==> src/rtl/sel_arb_pkg.sv <==
// Shared constants, the arbiter state type and a small decode helper for the
// sel_arb_4 round-robin selector arbiter.
//   NREQ  : number of requesters sharing the selector
//   SEL_W : width of the selector select / requester index
//   CNT_W : width of the burst counter
package sel_arb_pkg;

   localparam int unsigned NREQ  = 4;
   localparam int unsigned SEL_W = 2;
   localparam int unsigned CNT_W = 4;

   typedef enum logic {
      StIdle,
      StBusy
   } state_e;

   // Index to one-hot grant vector.
   function automatic logic [NREQ-1:0] idx2onehot(input logic [SEL_W-1:0] idx);
      return NREQ'(1) << idx;
   endfunction

endpackage

==> src/rtl/sel_arb_rr_pick.sv <==
// Combinational round-robin picker. Searches req_i starting just after
// last_i and wrapping, so the index in last_i is considered last.
//   req_i    : request lines
//   last_i   : index of the most recently granted requester
//   winner_o : first requesting index in search order (0 when none)
//   found_o  : high when any request is present
module sel_arb_rr_pick
   import sel_arb_pkg::*;
(
   input  logic [NREQ-1:0]  req_i,
   input  logic [SEL_W-1:0] last_i,
   output logic [SEL_W-1:0] winner_o,
   output logic             found_o
);

   logic [SEL_W-1:0] cand;

   always_comb begin
      winner_o = '0;
      found_o  = 1'b0;
      cand     = '0;
      // Walk from farthest to nearest so the nearest hit is assigned last and wins.
      for (int k = NREQ; k >= 1; k--) begin
         cand = last_i + SEL_W'(k);
         if (req_i[cand]) begin
            winner_o = cand;
            found_o  = 1'b1;
         end
      end
   end

endmodule

==> src/rtl/sel_arb_4.sv <==
// Round-robin arbiter sharing one 4:1 selector among four requesters. Each
// owner holds the grant for at most BURST_LEN cycles, then the grant moves to
// the next requester in round-robin order with no idle cycle in between.
//   clk_i   : clock, rising edge
//   rst_i   : asynchronous active-high reset
//   lock_i  : burst-limit override (only with SEL_ARB_LOCK_EN defined)
//   req_i   : request lines, one per requester
//   gnt_o   : registered one-hot grant, zero when idle
//   sel_o   : registered selector select, index of the granted requester
//   valid_o : registered, high whenever gnt_o is non-zero
// Build option: SEL_ARB_LOCK_EN adds lock_i; while it is high in BUSY the
// owner keeps the grant until it drops its request.
module sel_arb_4
   import sel_arb_pkg::*;
#(
   parameter int unsigned BURST_LEN = 4
) (
   input  logic             clk_i,
   input  logic             rst_i,
`ifdef SEL_ARB_LOCK_EN
   input  logic             lock_i,
`endif
   input  logic [NREQ-1:0]  req_i,
   output logic [NREQ-1:0]  gnt_o,
   output logic [SEL_W-1:0] sel_o,
   output logic             valid_o
);

   localparam logic [CNT_W-1:0] CntMax = CNT_W'(BURST_LEN - 1);

   state_e            state_q, state_d;
   logic [SEL_W-1:0]  last_q, last_d;
   logic [CNT_W-1:0]  cnt_q, cnt_d;
   logic [NREQ-1:0]   gnt_q, gnt_d;
   logic [SEL_W-1:0]  sel_q, sel_d;
   logic              valid_q, valid_d;

   logic [SEL_W-1:0]  winner;
   logic              found;
   logic              lock_act;
   logic              at_limit;
   logic              release_own;

   sel_arb_rr_pick u_pick (
      .req_i    (req_i),
      .last_i   (last_q),
      .winner_o (winner),
      .found_o  (found)
   );

`ifdef SEL_ARB_LOCK_EN
   assign lock_act = lock_i;
`else
   assign lock_act = 1'b0;
`endif

   assign at_limit = (cnt_q == CntMax);
   // In BUSY sel_q is the owner index.
   assign release_own = !req_i[sel_q] || (at_limit && !lock_act);

   always_comb begin
      state_d = state_q;
      last_d  = last_q;
      cnt_d   = cnt_q;
      gnt_d   = gnt_q;
      sel_d   = sel_q;
      valid_d = valid_q;
      unique case (state_q)
         StIdle: begin
            if (found) begin
               state_d = StBusy;
               last_d  = winner;
               cnt_d   = '0;
               gnt_d   = idx2onehot(winner);
               sel_d   = winner;
               valid_d = 1'b1;
            end
         end
         StBusy: begin
            if (release_own) begin
               if (found) begin
                  // Owner is searched last, so it is re-granted only when alone.
                  last_d  = winner;
                  cnt_d   = '0;
                  gnt_d   = idx2onehot(winner);
                  sel_d   = winner;
                  valid_d = 1'b1;
               end else begin
                  state_d = StIdle;
                  cnt_d   = '0;
                  gnt_d   = '0;
                  sel_d   = '0;
                  valid_d = 1'b0;
               end
            end else if (!at_limit) begin
               // Saturates under lock; without lock the limit always releases.
               cnt_d = cnt_q + CNT_W'(1);
            end
         end
         default: begin
            state_d = StIdle;
            cnt_d   = '0;
            gnt_d   = '0;
            sel_d   = '0;
            valid_d = 1'b0;
         end
      endcase
   end

   always_ff @(posedge clk_i or posedge rst_i) begin
      if (rst_i) begin
         state_q <= StIdle;
         last_q  <= SEL_W'(NREQ - 1);
         cnt_q   <= '0;
         gnt_q   <= '0;
         sel_q   <= '0;
         valid_q <= 1'b0;
      end else begin
         state_q <= state_d;
         last_q  <= last_d;
         cnt_q   <= cnt_d;
         gnt_q   <= gnt_d;
         sel_q   <= sel_d;
         valid_q <= valid_d;
      end
   end

   assign gnt_o   = gnt_q;
   assign sel_o   = sel_q;
   assign valid_o = valid_q;

endmodule

==> config.mk <==
export PLATFORM = sky130hd
export DESIGN_NAME = sel_arb_4
export DESIGN_NICKNAME = d
export VERILOG_FILES = /design/src/rtl/sel_arb_pkg.sv /design/src/rtl/sel_arb_rr_pick.sv /design/src/rtl/sel_arb_4.sv
export SDC_FILE = /design/constraint.sdc
export NUM_CORES = 1
export LEC_CHECK = 0
export BUFFER_PORTS_ARGS = -buffer_cell sky130_fd_sc_hd__buf_2
export CAP_MARGIN = 0
export CORE_UTILIZATION = 35
export CTS_BUF_LIST = sky130_fd_sc_hd__clkbuf_4 sky130_fd_sc_hd__clkbuf_8
export DETAILED_ROUTE_END_ITERATION = 8
export SLEW_MARGIN = 20
export SYNTH_ARGS = -nofsm -noshare
export SYNTH_HDL_FRONTEND = slang
export SYNTH_SLANG_ARGS = --single-unit
==> constraint.sdc <==
create_clock -name clk_i -period 2.1 [get_ports clk_i]
set_clock_uncertainty 0.05 [all_clocks]
set_input_delay 0 -clock clk_i [delete_from_list [all_inputs] [get_ports clk_i]]
set_output_delay 0 -clock clk_i [all_outputs]
set_load 0.005 [all_outputs]
Word-level counts from Yosys, hierarchy flattened:

Index checks and enable logic that the tools add are counted.

* flip-flop bits (word level): 14
* latch bits: 0
* bits in writable memories: 0
* bits in read-only memories: 0
* input bits: 6
* output and inout bits: 7
* logic and storage cells: 64
* memories kept: 0

* $add $sub $neg: 4
* multiply operators: 0
* div/mod/pow operators: 0
* order comparisons: 5
* eq/ne operators: 4
* shifts and indexed selects: 1
* multiplexer cells: 39
* bitwise operators: 1
* reduce and logical (&&, ||, !) cells: 4

Operators with widths (number)
* $mux 4: 6
* $mux 2: 9
* $pmux 4 s2: 2
* $lt 2x3->1 const B: 5
* $mux 1: 13
* $bmux 1 s2: 5
* $pmux 2 s2: 2
* $add 2x2->2 const B: 2
* $add 4x1->4 const B: 1
* $eq 4x2->1 const B: 1
* $pmux 1 s2: 2
* $reduce_and 2->1: 2
* $shl 1x2->4 const A: 1
* $ne 3x2->1 const B: 1
* $add 2x1->2 const B: 1
* $ne 2x1->1 const B: 1
* $ne 2x2->1 const B: 1
* $logic_not 1->1: 1
* $logic_or 1x1->1: 1
* $not 1->1: 1

Longest topological paths before layout:

Gate-level depths: netlist (run 1).

* word-level depth: 10
* gate-level depth with buffers: 5
* mapped depth without buffers: 5

Hierarchy:

Synthesis (run 1) repeated with hierarchy kept, for this count alone.

* cell total of the unflattened synthesis: 69
* area total of the unflattened synthesis: 738.2 um^2

By module, submodules not included
* sel_arb_4: times used 1, cells each 55, area an instance 646.9 um^2, seq. area each 352.8 um^2
* sel_arb_rr_pick: times used 1, cells each 14, area an instance 91.3 um^2, seq. area each 0.0 um^2

Least setup slack after synthesis (run 1):

Ideal clock, no wire load.

* kind: register to register
* from: reg sel_q[0], in the netlist sel_o[0]
* to: reg sel_q[0], in the netlist sel_o[0]
* library setup time: 0.121 ns
* arrival time: 1.384 ns
* required time: 1.929 ns
* setup slack: 0.545 ns
* stages on the path, launching flop included: 5
* buffers on the path: 0
* period minus slack after synthesis: 1.555 ns
* path through: dfrtp_1 mux4_2 o211ai_2 nand2_4 a22o_1

* longest elaborated chain between the ends: 6

RTL lines
* start, declared: line sel_arb_4.sv:35 `logic [SEL_W-1:0] sel_q, sel_d;`
* start signal, assigned: line sel_arb_4.sv:123 `sel_q <= sel_d;`
* $bmux 1 s2: line sel_arb_4.sv:59 `assign release_own = !req_i[sel_q] || (at_limit && !lock_act);`
* $mux 1 (implied by the code): line sel_arb_4.sv:59
* $logic_not 1->1: line sel_arb_4.sv:59
* $logic_or 1x1->1: line sel_arb_4.sv:59
* $ne 2x1->1 (no source line)
* $reduce_and 2->1 (no source line)

No other way between the ends. The select of a mux whose other input is x is not followed.
A chain may end at the register's enable or synchronous reset.

Worst setup path in the final report (run 1):

* from: in req_i[0]
* to: reg state_q

* longest elaborated chain between the ends: 9
* elaborated cells on any way between the ends: 19
* those cells by class: mux: 17; reduce/logical: 2

RTL lines
* start, declared: line sel_arb_4.sv:23 `input logic [NREQ-1:0] req_i,`
* $bmux 1 s2: line sel_arb_rr_pick.sv:25 `if (req_i[cand]) begin`
* $mux 1 (implied by the code): line sel_arb_rr_pick.sv:25
* $mux 1 (4 in a row): line sel_arb_rr_pick.sv:25
* $mux 1: line sel_arb_4.sv:70, sel_arb_4.sv:81
* $mux 1: line sel_arb_4.sv:80 `if (release_own) begin`
* $pmux 1 s2 *: line sel_arb_4.sv:68 `unique case (state_q)`
* via state_d: line sel_arb_4.sv:31 `state_e state_q, state_d;`
* end signal, assigned: line sel_arb_4.sv:112 `state_q <= StIdle;`
* end signal, assigned: line sel_arb_4.sv:119 `state_q <= state_d;`
* end, declared: line sel_arb_4.sv:31

Mark *: on every way through the listed nets, which the timed path passes. The rest lies on a longest branch. The select of a mux whose other input is x is not followed.

==> results of run 1 <==
==> power groups by stage <==
stage	combinational [W]	sequential, W	clock [W]
6_report	0.000459	0.000484	0.000171
5_1_grt	0.000519	0.000497	0.000188
4_1_cts	0.000463	0.000483	0.000181
3_5_place_dp	0.000457	0.000489	0
3_3_place_gp	0.000455	0.000485	0
2_1_floorplan	0.000324	0.000475	0
==> area by class of cell <==
cell class / instances / area (µm²)
inverter: 3 / 11.26
fill: 170 / 959.7
tap: 25 / 31.28
clock buffer: 4 / 30.03
multi-input combinational: 47 / 345.3
sequential: 14 / 352.8
timing repair buffer: 15 / 90.09
==> cell usage in the layout (no fill, tap or decap), types with 2 or more instances in the layout <==
cell,n
dfrtp_1,12
buf_2,12
nand2_1,5
o21ai_0,4
a22o_1,4
clkbuf_4,4
nand2b_1,3
nor2_1,3
a21oi_1,3
dlygate4sd3_1,3
or2b_1,2
inv_1,2
nor3_1,2
o2bb2ai_1,2
a21o_1,2
dfstp_2,2
==> registers in the layout, summed over array words and instances, names as in the netlist <==
signal   count
sel_o        2
gnt_o        4
valid_o      1
last_q       2
state_q      1
cnt_q        4
==> critical path, stage by stage <==
cell           delay (ps)
dlygate4sd3_1         530
buf_2                 150
nor4_2                540
inv_2                 100
dlygate4sd3_1         580
==> per-layer routing <==
layer | share of wire, % | up-vias | GRT usage [%]
li1 | - | 278 | -
met1 | 54 | 264 | 25.12
met2 | 40 | 14 | 18.89
met3 | 3.8 | 5 | 3.462
met4 | 2.4 | 0 | 8.571
met5 | 0 | - | 0
==> cells by family (layout without fill, tap and decap cells) <==
family | after synthesis | in the layout
flip-flops | 14 | 14
buffers and inverters | 3 | 22
AND/OR/NAND/NOR | 22 | 22
multiplexers | 1 | 1
AO/OA/AOI/OAI | 23 | 23
adder cells (fa/ha/maj) | 1 | 1
==> worst min-delay path by stage <==
stage / endpoint / slack (ps) / cells after the start
floorplan: cnt_q[0] / -160 / 1
global placement: cnt_q[1] / 8 / 2
detailed placement: cnt_q[1] / 10 / 2
CTS: last_q[1] / 90 / 4
global route: last_q[1] / 180 / 4
finish: last_q[1] / 100 / 4
==> timing repair <==
action | in CTS | in global routing
setup endpoints to repair | 0 | 0
endpoints found under the hold margin | 13 | 0
hold buffers | 3 | 0
==> per-stage QoR <==
stage	cell area [µm²]	power, W	utilization [%]	hold WS (ps)
global route	860.8	0.001204	47.29	184.1
floorplan	709.4	0.0007983	-	-162.2
global placement	800.8	0.0009401	43.99	8.075
detailed placement	800.8	0.0009454	43.99	12.82
finish	860.8	0.001115	47.29	100.9
CTS	860.8	0.001127	47.29	94.60
==> results.sh, run 1 <==
export IMPL_numCtsBuffers=3
export IMPL_worst_pin_slew_ps=543.2
export IMPL_wl_per_cell_um=13.29
export IMPL_syn2layout_area_growth_pct=21.34
export IMPL_p_per_area_mw_per_mm2=1295
export IMPL_initial_core_util_pct=38.97
export IMPL_arrival_ps=1900
export IMPL_h_tree_depth=1
export IMPL_yosysWarnings=0
export IMPL_synth_flop_cell="dfrtp_1"
export IMPL_clockBufferDepth=2
export IMPL_ir_drop_uv=576.0
export IMPL_wirelength_mm=1.435
export IMPL_yosys_area_top_type="dfrtp_1"
export IMPL_synth_fa_ha_area_share_pct=1.764
export IMPL_cts_setup_buffers=0
export IMPL_status="completed"
export IMPL_startpoint="req_i[0]"
export IMPL_synth_cell_types=31
export IMPL_hpwl_mm=1.109
export IMPL_final_min_clock_period_ps=1770
export IMPL_swShare_pct=37.15
export IMPL_maxSlewViolCount=0
export IMPL_startpoint_type="input port"
export IMPL_rrSetupSlack_ps=420
export IMPL_viasPerCell=5.194
export IMPL_synth_top_family_by_area="compound AO/OA/AOI/OAI gates"
export IMPL_endpoint_kind="flop"
export IMPL_cap_violations=0
export IMPL_worstPathRequired_ps=2230
export IMPL_grt_pass1_vias=478
export IMPL_cts_root_buf="clkbuf_4"
export IMPL_power_share_combinational_pct=41.2
export IMPL_synth_async_reset_ratio_pct=100.0
export IMPL_rsz0062_at_grt="no"
export IMPL_clk_latency_ps=290
export IMPL_pwr_share_seq_pct=43.4
export IMPL_rr_startpoint="cnt_q[0]"
export IMPL_ys_top_cells_by_count="dfrtp_1, nand2_1, a22o_1, o21ai_0"
export IMPL_preCtsSetupSlack_ps=442.4
export IMPL_crit_fanout=5
export IMPL_postRouteAntennaNets=0
export IMPL_port_buffers=12
export IMPL_fin_setup_tns_ps=0
export IMPL_r2r_cells=5
export IMPL_synth_top_area_share_pct=42.33
export IMPL_syn_avg_cell_area_um2=11.08
export IMPL_clk_pin_slew_worst_paths_ps=80
export IMPL_diodes=0
export IMPL_boundaryPins=13
export IMPL_hold_viol_final=0
export IMPL_reg2reg_to="gnt_o[1]"
export IMPL_synth_seq_area_share_pct=49.74
export IMPL_die_area_mm2=0.002211
export IMPL_cts_tree="done"
export IMPL_final_net_count=91
export IMPL_synth_edf_count=0
export IMPL_grt_ovfl_total=0
export IMPL_core_area_mm2=0.001821
export IMPL_rows=15
export IMPL_drcViolationCount=0
export IMPL_die_w_um=47.02
export IMPL_grt_antenna_before_repair=0
export IMPL_synth_xor_area_share_pct=0
export IMPL_hold_path_class="input port to flop"
export IMPL_leakage_nw=0.3914
export IMPL_drt_iter0_markers=15
export IMPL_clock_power_share_pct=15.4
export IMPL_synth_compound_area_share_pct=25.04
export IMPL_slew_headroom_pct=63.49
export IMPL_place_inst=101
export IMPL_synthCells=64
export IMPL_grt_first_pass_wirelength_mm=2.297
export IMPL_stdcell_count=108
export IMPL_setup_ws_ps=330.2
export IMPL_grt_max_degree=15
export IMPL_setup_viol=0
export IMPL_switchingPower_w=0.0004140
export IMPL_synth_fp_nets=71
export IMPL_yosys_area_share_simple_pct=18.69
export IMPL_synthTopCellsByArea="dfrtp_1, dfstp_2, a22o_1"
export IMPL_postCtsResizedCells=0
export IMPL_drive_above_1_share_pct=31.33
export IMPL_finalCritPeriodShare_pct=84.27
export IMPL_grt_usage_pct=15.69
export IMPL_max_freq_ghz=0.5650
export IMPL_critPathKind="input port to flop"
export IMPL_vias=561
export IMPL_hp_start="req_i[2]"
export IMPL_die_y_um=47.02
export IMPL_yosysMostFrequentCell="dfrtp_1"
export IMPL_ys_ff_latch=14
export IMPL_cts_sinks=14
export IMPL_synthMuxAreaShare_pct=3.175
export IMPL_syn_area_um2=709.4
export IMPL_endpoint="state_q"
export IMPL_dr_pass1_iters=4
export IMPL_p_int_w=0.0007005
export IMPL_place_gp_congestion=0.7977
Note: power is estimated with default switching activity, not from simulation.
==> inputs of run 2 (changes only) <==
clock period = 1.6 ns   (was 2.1 ns; I/O delays follow)
==> run 2 against run 1 <==
  * The flow now finishes with violations (negative setup slack)
  * Sequential share of layout area fell by 3.1 points
  * Critical path type is now flop to flop
  * Wire length grew 9.6%
  * Cell count grew 4.6%
  * Largest cell class is now multi-input combinational cells
  * Via count grew 6.4%
  * Worst hold slack better by 21 ps
  * Non-clock buffer count up 5
  * Setup slack got worse by 340 ps
  * Die area unchanged
  * Clock-buffer cell count unchanged
  * Flip-flop and latch count did not move
==> results.sh, run 2 (synthesis results as in run 1) <==
export IMPL_stdcell_count=113
export IMPL_core_area_mm2=0.001821
export IMPL_syn2layout_area_growth_pct=31.22
export IMPL_setup_ws_ps=-12.35
export IMPL_violations="negative setup slack"
export IMPL_grt_max_degree=15
export IMPL_worst_pin_slew_ps=540.9
export IMPL_cp_buffers_inverters=0
export IMPL_grt_ovfl_total=0
export IMPL_p_per_area_mw_per_mm2=1798
export IMPL_crit_family="multiplexers"
export IMPL_seq_area_um2=352.8
export IMPL_post_route_util_pct=51.13
export IMPL_timing_hold_ws_ps=121.9
export IMPL_nFillCells=171
export IMPL_final_cell_mix="dfrtp_1, buf_2, buf_4, a22o_1, nand2_1"
export IMPL_h_tree_depth=1
export IMPL_preCtsSetupSlack_ps=-44.75
export IMPL_place_inst=107
export IMPL_place_gp_congestion=0.7659
export IMPL_clk_latency_ps=280
export IMPL_vias=597
export IMPL_wirelength_mm=1.573
export IMPL_postRouteAntennaNets=0
export IMPL_crit_chain="mux4_2 -> o211ai_4 -> nand2_4 -> a22o_1"
export IMPL_hold_path_class="input port to flop"
export IMPL_arrival_ps=1740
export IMPL_drcViolationCount=0
export IMPL_critPathKind="flop to flop"
export IMPL_die_y_um=47.02
export IMPL_grt_first_pass_wirelength_mm=2.663
export IMPL_rows=15
export IMPL_rsz0062_at_grt="yes"
export IMPL_leakage_nw=0.4235
export IMPL_crit_fanout=6
export IMPL_grt_usage_pct=17.95
export IMPL_wl_per_cell_um=13.92
export IMPL_clk_pin_slew_worst_paths_ps=90
export IMPL_status="complete, but fails checks"
export IMPL_boundaryPins=13
export IMPL_slew_headroom_pct=63.90
export IMPL_hpwl_mm=1.151
export IMPL_hold_viol_final=0
export IMPL_startpoint_type="flop"
export IMPL_cts_sinks=14
export IMPL_finalCritPeriodShare_pct=100.8
export IMPL_slowest_stage="mux4_2"
export IMPL_setup_viol=3
export IMPL_slowest_delay_ps=570
export IMPL_cap_violations=0
export IMPL_grt_antenna_before_repair=0
export IMPL_final_net_count=96
export IMPL_cts_tree="done"
export IMPL_final_min_clock_period_ps=1612
export IMPL_drive_above_1_share_pct=42.05
export IMPL_diodes=0
export IMPL_endpoint_kind="flop"
export IMPL_port_buffers=12
export IMPL_die_area_mm2=0.002211
export IMPL_max_freq_ghz=0.6202
export IMPL_grt_pass1_vias=573
export IMPL_ir_drop_uv=771.4
export IMPL_cts_root_buf="clkbuf_4"
export IMPL_worstPathRequired_ps=1730
export IMPL_multi_input_area_um2=376.6
export IMPL_die_w_um=47.02
export IMPL_drt_iter0_markers=9
export IMPL_numCtsBuffers=3
export IMPL_initial_core_util_pct=38.97
export IMPL_maxSlewViolCount=0
export IMPL_clockBufferDepth=2
export IMPL_dr_pass1_iters=4
export IMPL_viasPerCell=5.283
==> run 2: where the power goes <==
part | total (W) | switching (W) | internal (W)
clock network | 0.000257 | 0.000119 | 0.000138
logic | 0.000788 | 0.000389 | 0.000398
registers | 0.000629 | 0.000118 | 0.000512
total | 0.00167 | 0.000626 | 0.00105
==> run 2: per-layer routing <==
layer | share of wire (%) | GRT usage, % | vias to the layer above
met5 | 0 | 0 | -
li1 | - | - | 294
met2 | 43 | 24.72 | 11
met1 | 53 | 27.76 | 290
met4 | 0.76 | 6.857 | 0
met3 | 2.4 | 3.462 | 2
==> run 2: stage by stage <==
step	TNS, ps	instance area (µm²)	power, W
2_1_floorplan	0	709.4	0.001048
3_3_place_gp	-56.67	845.8	0.001306
3_5_place_dp	-193.3	845.8	0.001328
4_1_cts	-26.26	927.1	0.001672
5_1_grt	-353.6	930.9	0.001809
6_report	-29.69	930.9	0.001674
==> run 2: worst paths after layout <==
path | to | from | depth (start not counted) | slack [ps]
setup / recovery | gnt_o[1] | sel_o[0] | 4 | -10
hold / removal | state_q | req_i[0] | 4 | 120
setup reg to reg | gnt_o[1] | sel_o[0] | 4 | -10
hold reg to reg | valid_o | valid_o | 1 | 440
max in group asynchronous | last_q[1] | rst_i | 3 | 890
min in group asynchronous | valid_o | rst_i | 3 | 250
==> run 2: worst register-to-register path, cell delays in order, from the launching register on <==
cell and delay (ps):
dfrtp_1 400, mux4_2 570, o211ai_4 160, nand2_4 110
a22o_1 220
==> run 2: what timing repair did <==
action,4_1_cts,5_1_grt
endpoints found under the setup margin,9,11
hold buffers,1,0
resized for setup,6,2
buffers inserted,1,0
pin swaps,7,4
endpoints found under the hold margin,12,0
==> run 2: final cells by class <==
type / instances / area share, %
multi-input cells: 47 / 40.46
well taps: 25 / 3.360
flip-flops and latches: 14 / 37.90
clock buffers: 4 / 3.898
repair buffers: 20 / 13.17
inverters: 3 / 1.210
==> inputs of run 3 (changes only) <==
BUFFER_PORTS_ARGS = not set   (was -buffer_cell sky130_fd_sc_hd__buf_2)
DONT_BUFFER_PORTS = 1   (was not set)
==> run 3 against run 2 <==
  * The run still ends with negative setup slack left
  * Power shrank 4.6%
  * Fmax is 0.38% lower
  * Wire length fell by 4.1%
  * Critical endpoint unchanged
  * Highest routed layer unchanged
==> results.sh, run 3 (synthesis results as in run 1) <==
export IMPL_grt_first_pass_wirelength_mm=2.270
export IMPL_r2r_cells=4
export IMPL_stdcell_count=104
export IMPL_final_cell_mix="dfrtp_1, buf_4, nand2_1, o21ai_0, a22o_1"
export IMPL_place_gp_congestion=0.8372
export IMPL_startpoint_type="flop"
export IMPL_crit_fanout=7
export IMPL_diodes=0
export IMPL_wirelength_mm=1.509
export IMPL_timing_hold_ws_ps=33.41
export IMPL_slowest_delay_ps=570
export IMPL_drt_iter0_markers=15
export IMPL_wl_met1_um=716
export IMPL_setup_ws_ps=-18.57
export IMPL_wl_per_cell_um=14.51
export IMPL_leakage_nw=0.3846
export IMPL_clk_pin_slew_worst_paths_ps=90
export IMPL_power_w=0.001597
export IMPL_port_buffers=0
export IMPL_h_tree_depth=1
export IMPL_final_min_clock_period_ps=1619
export IMPL_finalCritPeriodShare_pct=101.2
export IMPL_cts_sinks=14
export IMPL_grt_ovfl_total=0
export IMPL_post_route_util_pct=48.80
export IMPL_grt_pass1_vias=521
export IMPL_maxSlewViolCount=0
export IMPL_clockBufferDepth=2
export IMPL_drive_above_1_share_pct=30.38
export IMPL_hold_viol_final=0
export IMPL_slew_headroom_pct=65.40
export IMPL_highest_layer="met4"
export IMPL_die_area_mm2=0.002211
export IMPL_postRouteAntennaNets=0
export IMPL_vias=547
export IMPL_hold_end="last_q[1]"
export IMPL_initial_core_util_pct=38.97
export IMPL_hold_depth=4
export IMPL_crit_chain="mux4_2 -> o211a_4 -> nor3_4 -> a22o_1"
export IMPL_hpwl_mm=1.073
export IMPL_reg2reg_to="gnt_o[1]"
export IMPL_core_area_mm2=0.001821
export IMPL_startpoint="sel_o[0]"
export IMPL_dr_pass1_iters=3
export IMPL_grt_max_degree=15
export IMPL_ir_drop_uv=986.5
export IMPL_max_freq_ghz=0.6178
export IMPL_grt_usage_pct=15.34
export IMPL_drcViolationCount=0
export IMPL_cp_buffers_inverters=0
export IMPL_hp_start="req_i[0]"
export IMPL_violations="negative setup slack"
export IMPL_grt_antenna_before_repair=0
export IMPL_final_net_count=87
export IMPL_cts_tree="done"
export IMPL_hold_path_class="input port to flop"
export IMPL_syn2layout_area_growth_pct=25.22
export IMPL_cap_violations=0
export IMPL_place_inst=95
export IMPL_worst_pin_slew_ps=518.4
export IMPL_rrSetupSlack_ps=-20
export IMPL_crit_family="multiplexers"
export IMPL_p_per_area_mw_per_mm2=1798
export IMPL_wl_met3_um=99
export IMPL_die_w_um=47.02
export IMPL_rows=15
export IMPL_boundaryPins=13
export IMPL_endpoint_kind="flop"
export IMPL_die_y_um=47.02
export IMPL_cts_root_buf="clkbuf_4"
export IMPL_met2_length_um=670
export IMPL_slowest_stage="mux4_2"
export IMPL_critPathKind="flop to flop"
export IMPL_worstPathRequired_ps=1780
export IMPL_arrival_ps=1800
export IMPL_clk_latency_ps=280
export IMPL_setup_viol=4
export IMPL_status="complete, but fails checks"
export IMPL_viasPerCell=5.260
export IMPL_numCtsBuffers=3
export IMPL_rr_startpoint="sel_o[0]"
export IMPL_rsz0062_at_grt="yes"
export IMPL_mostFrequentLayoutCell="dfrtp_1"
==> run 3: layout make-up <==
type,instances,area (µm²)
Tap cell,25,31.28
Multi-Input combinational cell,47,366.6
Sequential cell,14,352.8
Fill cell,176,932.1
Inverter,3,11.26
Clock buffer,4,36.28
Timing Repair Buffer,11,90.09
==> run 3: worst reg2reg max path: cells and delay by family, from the launching register on <==
family	cells	cell delay [ps]
simple gates	1	210
compound gates	2	350
flops	1	380
mux	1	570
==> run 3: worst max-delay path by stage <==
stage	endpoint	slack, ps	cells after the start
CTS	sel_o[0]	-1	4
floorplan	sel_o[0]	40	4
detailed placement	gnt_o[1]	-20	4
global placement	gnt_o[1]	7	4
global route	gnt_o[1]	-90	5
finish	gnt_o[1]	-20	4
==> run 3: layer usage <==
| layer | GRT usage [%] | vias up |
|---|---|---|
| li1 | - | 277 |
| met1 | 19.27 | 253 |
| met2 | 23.89 | 13 |
| met3 | 5.385 | 4 |
| met4 | 6.857 | 0 |
| met5 | 0 | - |
==> run 3: stage by stage <==
step	setup slack (ps)	instance area, µm²	setup TNS [ps]
after floorplan	44.55	709.4	0
after global placement	7.158	785.8	0
after detailed placement	-16.92	785.8	-51.55
after CTS	-1.330	874.6	-1.330
after global routing	-93.52	888.4	-565.5
final	-18.57	888.4	-38.98
==> run 3: what timing repair did <==
action / CTS / global route
hold endpoints to repair: 15 / 0
resized for setup: 2 / 2
setup endpoints to repair: 5 / 10
pin swaps: 2 / 1
setup buffers: 1 / 1
hold buffers: 3 / 0
==> run 3: power breakdown <==
group	total [W]	switching [W]	internal, W
sequential	0.000642	0.000130	0.000512
clock	0.000260	0.000122	0.000139
combinational	0.000695	0.000334	0.000361
total	0.00160	0.000585	0.00101
